===== src/rtl/pixel_pkg.sv =====
// Shared types and default constants for the pixel frame scheduler.
package pixel_pkg;

  localparam int DEF_DATA_WIDTH    = 32;
  localparam int DEF_RGB_SIZE      = 24;
  localparam int DEF_SCREEN_WIDTH  = 640;
  localparam int DEF_SCREEN_HEIGHT = 480;
  localparam int DEF_GAP_CYCLES    = 16;

  typedef logic [DEF_RGB_SIZE-1:0] rgb_t;

  typedef enum logic [2:0] {
    ST_IDLE,
    ST_REQ,
    ST_WAIT,
    ST_SEND,
    ST_GAP
  } sched_state_t;

endpackage


===== src/rtl/raster_counter.sv =====
// Raster x/y position counter with frame and line markers for the current position.
module raster_counter
  import pixel_pkg::*;
#(
  parameter int DATA_WIDTH    = DEF_DATA_WIDTH,
  parameter int SCREEN_WIDTH  = DEF_SCREEN_WIDTH,
  parameter int SCREEN_HEIGHT = DEF_SCREEN_HEIGHT
) (
  input  logic                  clk,
  input  logic                  rst_ni,
  input  logic                  advance_i,
  input  logic                  clear_i,
  output logic [DATA_WIDTH-1:0] x_o,
  output logic [DATA_WIDTH-1:0] y_o,
  output logic                  first_o,
  output logic                  last_x_o,
  output logic                  last_y_o
);

  localparam logic [DATA_WIDTH-1:0] XMAX = DATA_WIDTH'(SCREEN_WIDTH - 1);
  localparam logic [DATA_WIDTH-1:0] YMAX = DATA_WIDTH'(SCREEN_HEIGHT - 1);

  logic [DATA_WIDTH-1:0] x_q, x_d;
  logic [DATA_WIDTH-1:0] y_q, y_d;

  // Next position: clear wins, otherwise step x and wrap into the next line.
  always_comb begin
    x_d = x_q;
    y_d = y_q;
    if (clear_i) begin
      x_d = '0;
      y_d = '0;
    end else if (advance_i) begin
      if (x_q == XMAX) begin
        x_d = '0;
        y_d = (y_q == YMAX) ? '0 : y_q + 1'b1;
      end else begin
        x_d = x_q + 1'b1;
      end
    end
  end

  // Position registers.
  always_ff @(posedge clk or negedge rst_ni) begin
    if (!rst_ni) begin
      x_q <= '0;
      y_q <= '0;
    end else begin
      x_q <= x_d;
      y_q <= y_d;
    end
  end

  assign x_o      = x_q;
  assign y_o      = y_q;
  assign first_o  = (x_q == '0) && (y_q == '0);
  assign last_x_o = (x_q == XMAX);
  assign last_y_o = (x_q == XMAX) && (y_q == YMAX);

endmodule


===== src/rtl/pixel_frame_scheduler.sv =====
// Raster-order pixel scheduler: requests colours from a source per coordinate and
// streams them out with frame/line markers, inserting an inter-frame gap.
module pixel_frame_scheduler
  import pixel_pkg::*;
#(
  parameter int DATA_WIDTH    = DEF_DATA_WIDTH,
  parameter int RBG_SIZE      = DEF_RGB_SIZE,
  parameter int SCREEN_WIDTH  = DEF_SCREEN_WIDTH,
  parameter int SCREEN_HEIGHT = DEF_SCREEN_HEIGHT,
  parameter int GAP_CYCLES    = DEF_GAP_CYCLES
) (
  input  logic                  clk,
  input  logic                  reset_n,
  input  logic                  en,
  output logic                  src_req,
  output logic [DATA_WIDTH-1:0] src_x,
  output logic [DATA_WIDTH-1:0] src_y,
  input  logic [RBG_SIZE-1:0]   src_colour,
  input  logic                  src_valid,
  output logic [RBG_SIZE-1:0]   colour_o,
  output logic [DATA_WIDTH-1:0] next_xpixel,
  output logic [DATA_WIDTH-1:0] next_ypixel,
  output logic                  first,
  output logic                  last_x,
  output logic                  last_y,
  output logic                  valid,
  input  logic                  ready,
  output logic                  busy,
  output logic                  frame_done,
  output logic [15:0]           frame_count
);

  localparam int GW = (GAP_CYCLES > 1) ? $clog2(GAP_CYCLES) : 1;
  localparam logic [GW-1:0] GAP_LAST = GW'(GAP_CYCLES - 1);
  localparam logic [GW-1:0] GAP_PEN  = GW'(GAP_CYCLES - 2);

  sched_state_t          state_q;
  logic [GW-1:0]         gap_cnt_q;
  logic [RBG_SIZE-1:0]   colour_q;
  logic [DATA_WIDTH-1:0] xpix_q;
  logic [DATA_WIDTH-1:0] ypix_q;
  logic                  first_q;
  logic                  last_x_q;
  logic                  last_y_q;
  logic                  valid_q;
  logic                  frame_done_q;
  logic [15:0]           frame_count_q;

  logic [DATA_WIDTH-1:0] cnt_x, cnt_y;
  logic                  cnt_first, cnt_last_x, cnt_last_y;
  logic                  handshake;
  logic                  advance;
  logic                  clear;

  // The raster position only moves on a stream handshake; the final pixel of a
  // frame clears it so the next frame restarts at (0,0).
  assign handshake = (state_q == ST_SEND) && ready;
  assign advance   = handshake && !cnt_last_y;
  assign clear     = handshake && cnt_last_y;

  raster_counter #(
    .DATA_WIDTH   (DATA_WIDTH),
    .SCREEN_WIDTH (SCREEN_WIDTH),
    .SCREEN_HEIGHT(SCREEN_HEIGHT)
  ) u_raster (
    .clk      (clk),
    .rst_ni   (reset_n),
    .advance_i(advance),
    .clear_i  (clear),
    .x_o      (cnt_x),
    .y_o      (cnt_y),
    .first_o  (cnt_first),
    .last_x_o (cnt_last_x),
    .last_y_o (cnt_last_y)
  );

  // Scheduler FSM with stream capture registers, gap timer and frame counter.
  // frame_done is raised on the edge entering the final gap cycle so the pulse
  // coincides with that cycle rather than trailing it.
  always_ff @(posedge clk or negedge reset_n) begin
    if (!reset_n) begin
      state_q       <= ST_IDLE;
      gap_cnt_q     <= '0;
      colour_q      <= '0;
      xpix_q        <= '0;
      ypix_q        <= '0;
      first_q       <= 1'b0;
      last_x_q      <= 1'b0;
      last_y_q      <= 1'b0;
      valid_q       <= 1'b0;
      frame_done_q  <= 1'b0;
      frame_count_q <= '0;
    end else begin
      case (state_q)
        ST_IDLE: begin
          if (en) state_q <= ST_REQ;
        end
        ST_REQ: begin
          state_q <= ST_WAIT;
        end
        ST_WAIT: begin
          if (src_valid) begin
            colour_q <= src_colour;
            xpix_q   <= cnt_x;
            ypix_q   <= cnt_y;
            first_q  <= cnt_first;
            last_x_q <= cnt_last_x;
            last_y_q <= cnt_last_y;
            valid_q  <= 1'b1;
            state_q  <= ST_SEND;
          end
        end
        ST_SEND: begin
          if (ready) begin
            valid_q <= 1'b0;
            if (cnt_last_y) begin
              state_q   <= ST_GAP;
              gap_cnt_q <= '0;
              if (GAP_CYCLES == 1) begin
                frame_done_q  <= 1'b1;
                frame_count_q <= frame_count_q + 16'd1;
              end
            end else begin
              state_q <= en ? ST_REQ : ST_IDLE;
            end
          end
        end
        ST_GAP: begin
          if (gap_cnt_q == GAP_LAST) begin
            frame_done_q <= 1'b0;
            state_q      <= en ? ST_REQ : ST_IDLE;
          end else begin
            gap_cnt_q <= gap_cnt_q + 1'b1;
            if (gap_cnt_q == GAP_PEN) begin
              frame_done_q  <= 1'b1;
              frame_count_q <= frame_count_q + 16'd1;
            end
          end
        end
        default: state_q <= ST_IDLE;
      endcase
    end
  end

  assign src_req     = (state_q == ST_REQ);
  assign busy        = (state_q != ST_IDLE);
  assign src_x       = cnt_x;
  assign src_y       = cnt_y;
  assign colour_o    = colour_q;
  assign next_xpixel = xpix_q;
  assign next_ypixel = ypix_q;
  assign first       = first_q;
  assign last_x      = last_x_q;
  assign last_y      = last_y_q;
  assign valid       = valid_q;
  assign frame_done  = frame_done_q;
  assign frame_count = frame_count_q;

endmodule


===== config.mk =====
export PLATFORM = sky130hd
export DESIGN_NAME = pixel_frame_scheduler
export DESIGN_NICKNAME = d
export VERILOG_FILES = /design/src/rtl/pixel_pkg.sv /design/src/rtl/raster_counter.sv /design/src/rtl/pixel_frame_scheduler.sv
export SDC_FILE = /design/constraint.sdc
export NUM_CORES = 1
export LEC_CHECK = 0
export BUFFER_PORTS_ARGS = -buffer_cell sky130_fd_sc_hd__buf_4
export CAP_MARGIN = 15
export CELL_PAD_IN_SITES_DETAIL_PLACEMENT = 1
export CELL_PAD_IN_SITES_GLOBAL_PLACEMENT = 1
export CORE_UTILIZATION = 40
export DETAILED_ROUTE_END_ITERATION = 7
export GPL_ROUTABILITY_DRIVEN = 0
export PLACE_DENSITY = 0.87
export SYNTH_ARGS = -nofsm -noshare
export SYNTH_HDL_FRONTEND = slang
export SYNTH_SLANG_ARGS = --single-unit

===== constraint.sdc =====
create_clock -name clk -period 2.31 [get_ports clk]
set_input_delay 0.462 -clock clk [delete_from_list [all_inputs] [get_ports clk]]
set_output_delay 0.462 -clock clk [all_outputs]
set_load 0.005 [all_outputs]

# Word level (Yosys, flattened, before mapping)
# Index checks and enable logic that the tools add are counted.
# W data, S select, Z words.
dict set report totals {
  elab_cells 77
  ff_bits 180
  inputBits 29
}
dict set report op_classes {
  muxes 23
  reduce_logical 22
  add_sub_neg 4
  bitwise 1
  n_eq_ne 14
}
# op count
set op_table {}
lappend op_table {{$mux W32} 7}
lappend op_table {{$add A32 B1 Y32 const B} 2}
lappend op_table {{$logic_not A32 Y1} 2}
lappend op_table {{$eq A32 B10 Y1 const B} 1}
lappend op_table {{$eq A32 B9 Y1 const B} 1}
lappend op_table {{$add A16 B1 Y16 const B} 1}
lappend op_table {{$mux W3} 5}
lappend op_table {{$pmux W3 S5} 1}
lappend op_table {{$mux W4} 3}
lappend op_table {{$ne A2 B2 Y1 const B} 6}
lappend op_table {{$reduce_bool A2 Y1} 5}
lappend op_table {{$eq A4 B4 Y1 const B} 2}
lappend op_table {{$pmux W4 S2} 1}
lappend op_table {{$reduce_and A4 Y1} 2}
lappend op_table {{$eq A3 B2 Y1 const B} 2}
lappend op_table {{$reduce_and A2 Y1} 3}
lappend op_table {{$reduce_and A3 Y1} 2}
lappend op_table {{$logic_and A1 B1 Y1} 5}
lappend op_table {{$mux W1} 5}
lappend op_table {{$add A4 B1 Y4 const B} 1}
lappend op_table {{$eq A3 B1 Y1 const B} 1}
lappend op_table {{$eq A3 B3 Y1 const B} 1}
lappend op_table {{$logic_not A3 Y1} 1}
lappend op_table {{$reduce_bool A3 Y1} 1}
lappend op_table {{other kinds (3)} 3}

# Depth between registers and ports, before layout
dict set report depth {
  ltp_word 6
  ltp_mapped 9
  depth_no_buf 6
}

# By module
# From an unflattened synthesis, not the netlist that was laid out.
dict set report hier_totals {
  hier_cells 733
  area_unflattened_um2 8395.6
}
# module n_inst seq_area_each_um2 cells_each area_per_inst_um2
set by_module_without_submodules {}
lappend by_module_without_submodules {pixel_frame_scheduler 1 2902.8 304 4591.9}
lappend by_module_without_submodules {raster_counter 1 1601.5 429 3803.6}

# Worst setup path before layout
# Ideal clock, no wire load.
dict set report synth_timing {
  path_kind {register to register}
  startpoint {register state_q[1]}
  endpoint {register frame_count_q[14] (netlist: frame_count[14])}
  t_required_ps 2187
  stages_incl_launch_ff 7
  setup_slack_ps 306
  n_path_buf 1
  period_less_slack_ps 2004
  arrival_ps 1881
  setup_ps 123
  cell_sequence {dfrtp_1 -> or3b_1 -> buf_2 -> nor4b_4 -> and4_1 -> nand4_1 -> xnor2_1}
}
dict set report synth_between {
  elab_chain_len 2
}
# item line_no
set synth_lines {}
lappend synth_lines {{start: declaration} pixel_frame_scheduler.sv:37} ;# sched_state_t state_q;
lappend synth_lines {{start signal: assignment} pixel_frame_scheduler.sv:124} ;# state_q <= en ? ST_REQ : ST_IDLE;
lappend synth_lines {{start signal: assignment} pixel_frame_scheduler.sv:131} ;# state_q <= en ? ST_REQ : ST_IDLE;
lappend synth_lines {{$eq A3 B3 Y1} pixel_frame_scheduler.sv:94} ;# case (state_q)
lappend synth_lines {{$reduce_and A3 Y1 (no line)} --}
lappend synth_lines {{end signal: assignment} pixel_frame_scheduler.sv:121} ;# frame_count_q <= frame_count_q + 16'd1;
lappend synth_lines {{end signal: assignment} pixel_frame_scheduler.sv:136} ;# frame_count_q <= frame_count_q + 16'd1;
lappend synth_lines {{end: declaration} pixel_frame_scheduler.sv:47} ;# logic [15:0] frame_count_q;
# No other way between the ends.
# A chain may end at the register's enable or synchronous reset.

# Final worst setup path
dict set report layout_timing {
  startpoint {register u_raster.x_q[13] (netlist: u_raster.x_o[13])}
  endpoint {register u_raster.y_q[28] (netlist: u_raster.y_o[28])}
}
dict set report layout_between {
  elab_chain_len 6
}
# item line_no
set layout_lines {}
lappend layout_lines {{start: declaration} raster_counter.sv:23} ;# logic [DATA_WIDTH-1:0] x_q, x_d;
lappend layout_lines {{start signal: assignment} raster_counter.sv:46} ;# x_q <= '0;
lappend layout_lines {{start signal: assignment} raster_counter.sv:49} ;# x_q <= x_d;
lappend layout_lines {{$eq A32 B10 Y1 (*)} {raster_counter.sv:34, raster_counter.sv:58}}
lappend layout_lines {{$logic_and A1 B1 Y1} raster_counter.sv:58} ;# assign last_y_o = (x_q == XMAX) && (y_q == YMAX);
lappend layout_lines {{$logic_not A1 Y1} pixel_frame_scheduler.sv:58} ;# assign advance = handshake && !cnt_last_y;
lappend layout_lines {{$logic_and A1 B1 Y1} pixel_frame_scheduler.sv:58}
lappend layout_lines {{$reduce_bool A2 Y1 (no line)} --}
lappend layout_lines {{$reduce_and A2 Y1 (no line)} --}
lappend layout_lines {{end signal: assignment} raster_counter.sv:50} ;# y_q <= y_d;
lappend layout_lines {{end: declaration} raster_counter.sv:24} ;# logic [DATA_WIDTH-1:0] y_q, y_d;
# Every way passes the cells marked *; elsewhere a longest branch is shown, timed or not.

==> flow_summary_export.csv <==
group,metric,value,unit
status,status,"completed",
floorplanning,die-area,20000,um^2
drt,viasPerCell,5.19,
grt,grt_overflow_total,0,
yosys,synth.most_common_cell,"nand2_1",
yosys,ys_top_cells_by_count,"nand2_1, dfrtp_1, nor2_1",
timing,slew_headroom,68.3,%
drt,postRouteAntennaNets,0,
pwr,total_power,0.00900,W
critical_path,timing_worst_setup_path_type,"reg2reg",
yosys,ys.flop_type,"dfrtp_1",
placed_design,io_buffers,203,
floorplanning,die_w,141,um
pwr,pwr-share-comb,23.0,%
critical_path,cp-end-kind,"flop",
yosys,yosysWarnings,0,
yosys,syn_nets,844,
flow_run,drv_cap,0,
final_layout,diodes,0,
yosys,ys_seq_elements,180,
critical_path,ff2ff_path_depth,6,
clock_tree,cts.sinks,180,
grt,grt_pass1_wl,40100,um
drt,finalWirelength,25000,um
critical_path,slowest_stage,"or4_1",
clock_tree,cts_buffers,17,
pwr,swShare,29.7,%
pwr,ir_drop,587,uV
yosys,synth_fa_ha_area_share,1.13,%
yosys,synth_area_leader_cell,"dfrtp_1",
final_layout,finish.net_count,1083,
drt,via_count,6855,
yosys,synth_top_area_share,58.0,%
grt,grt_max_degree,73,
floorplanning,start_util,41.2,%
yosys,synth_top_family_by_area,"simple AND/OR/NAND/NOR gates",
drt,drtIter0Drc,324,
pwr,p_seq_share,42.8,%
timing,hold_viol_final,0,
timing,tightest_slew,0.476,ns
clock_tree,cts_max_path_buffers,2,
floorplanning,die_y,141,um
clock_tree,cts_root_buffer,"clkbuf_16",
yosys,synthDistinctLibCells,43,
floorplanning,coreArea,18800,um^2
floorplanning,pin_count,204,
grt,grt_antenna_before_repair,0,
timing,min_period_over_period,95.6,%
floorplanning,row_count,50,
yosys,synth_area_leaders,"dfrtp_1, nand2_1, xnor2_1",
final_layout,multi_input_area,3090,um^2
final_layout,final.fill_count,2157,
yosys,synth_simple_gate_area_share,26.1,%
yosys,synth_edf_count,0,
grt,grt_pass1_vias,7355,
drt,drc,0,
clock_tree,clk_latency,0.43,ns
critical_path,cp.arrival,2.56,ns
timing,period_needed,2.21,ns
final_layout,seqCellArea,4500,um^2
critical_path,crit_chain,"or4_1 -> nor2_2 -> nand4_1 -> buf_4 -> nor4_2 -> xor2_1",
drt,firstDrtPassIters,5,
timing,rsz0062_at_grt,"false",
pwr,power_density,850,nW/um^2
yosys,syn_area,7760,um^2
timing,max_freq,0.453,GHz
clock_tree,cts_tree,"built",
critical_path,crit_path_start_kind,"flop",
critical_path,cp.required,2.66,ns
timing,setup_viol,0,
clock_tree,clk_pin_slew_worst_paths,0.07,ns
yosys,synthMuxAreaShare,0.790,%
yosys,synth_compound_area_share,3.06,%
critical_path,crit_path_max_incr_delay,0.55,ns
placed_design,dpl.hpwl,17100,um
timing,fin_skew,0.00853,ns
pwr,pwr-share-clk,34.2,%
critical_path,path_max_fanout,11,
pwr,p_leak,5.55,nW
timing,setup_tns,0,ns
yosys,yosysSeqAreaShare,58.0,%
timing,drv_slew,0,
final_layout,drive_gt1_share,28.4,%
yosys,synthCells,808,
clock_tree,htree_levels,4,
yosys,synth_xor_xnor_area_share,8.01,%
yosys,syn_area_per_cell,9.61,um^2
grt,grt_usage,26.3,%
pwr,intPower,0.00632,W
final_layout,fin_util,56.2,%
worst_hold_path,holdPathStages,3,
worst_hold_path,hp-class,"in2reg",
drt,wire_per_inst,19.0,um
pwr,p_sw,0.00267,W
final_layout,synthToLayoutAreaGrowth,36.3,%
yosys,synthArstFlopShare,100,%
-- critical path, delay by kind of cell (launching register included) --
kind | cells | cell delay, ns
AND/OR/NAND/NOR | 4 | 1.34
flip-flops | 1 | 0.38
XOR/XNOR | 1 | 0.19
buffers and inverters | 1 | 0.22
-- cells by family (layout without fill, tap and decap cells) --
logic type,Yosys count,in the layout
xor gates and xnor gates,71,71
DFF,180,180
and+or+nand+nor,444,444
buffers and inverters,57,309
muxes,6,6
AOI/OAI and AO/OA,43,43
adders and majority gates,7,7
-- worst paths after layout --
| kind | startpoint | end | slack, ns |
|---|---|---|---|
| max | u_raster.x_o[13] | u_raster.y_o[28] | 0.10 |
| min | src_colour[15] | colour_o[15] | 0.22 |
| max reg2reg | u_raster.x_o[13] | u_raster.y_o[28] | 0.10 |
| min reg2reg | frame_count[15] | frame_count[15] | 0.46 |
| max in group asynchronous | reset_n | u_raster.x_o[12] | 1.08 |
| min in group asynchronous | reset_n | next_ypixel[21] | 0.54 |
-- what timing repair did --
action / 4_1_cts / 5_1_grt
setup buffers: 0 / 2
resized for setup: 0 / 4
hold buffers: 1 / 0
setup endpoints to repair: 0 / 10
hold endpoints to repair: 40 / 0
-- cell type report --
cell class              count  area share, %
clock inverters            13           1.73
repair buffers            256           18.6
well taps                 260           3.07
multi-input cells         571           29.2
inverters                  21          0.745
clock buffers              19           4.09
flip-flops and latches    180           42.6
-- cell usage in the layout (no fill, tap or decap), types with 21 or more instances in the layout --
cell type  instances
nand2_1          273
buf_4            251
dfrtp_1          180
nor2_1            37
xnor2_1           36
xor2_1            35
nand3_1           30
o21ai_0           27
nor3_1            23
nand4_1           22
inv_1             21
-- routing by layer --
metal	routed length, um	share of wire [%]	track usage [%]	up-vias
met2	12800	51	45.2	203
met3	1090	4.4	4.59	58
met4	786	3.1	12.2	0
li1	-	-	-	3137
met1	10300	41	32.2	3457
met5	0	0	0	-
-- per-stage QoR --
stage	std cells	worst slack [ns]	hold WS [ns]	cell area [um^2]
2_1_floorplan	808	0.306	0.166	7760
3_3_place_gp	1285	0.198	0.429	9920
3_5_place_dp	1285	0.108	0.430	9920
4_1_cts	1318	0.0557	0.206	10500
5_1_grt	1320	0.0103	0.215	10600
6_report	1320	0.102	0.218	10600
-- registers in the layout, summed over array words and instances (netlist names) --
| name | cells |
|---|---|
| colour_o | 24 |
| gap_cnt_q | 4 |
| last_x | 1 |
| u_raster.y_o | 32 |
| next_ypixel | 32 |
| frame_done | 1 |
| last_y | 1 |
| next_xpixel | 32 |
| frame_count | 16 |
| state_q | 3 |
| valid | 1 |
| u_raster.x_o | 32 |
| first | 1 |
-- power groups by stage --
| stage | Clock, W | Combinational [W] | Sequential (W) |
|---|---|---|---|
| finish | 0.00307 | 0.00207 | 0.00385 |
| global route | 0.00323 | 0.00227 | 0.00391 |
| CTS | 0.00311 | 0.00210 | 0.00386 |
| detailed placement | 0 | 0.00205 | 0.00390 |
| global placement | 0 | 0.00196 | 0.00387 |
| floorplan | 0 | 0.000769 | 0.00392 |
Power figures use the tool's default switching activity.
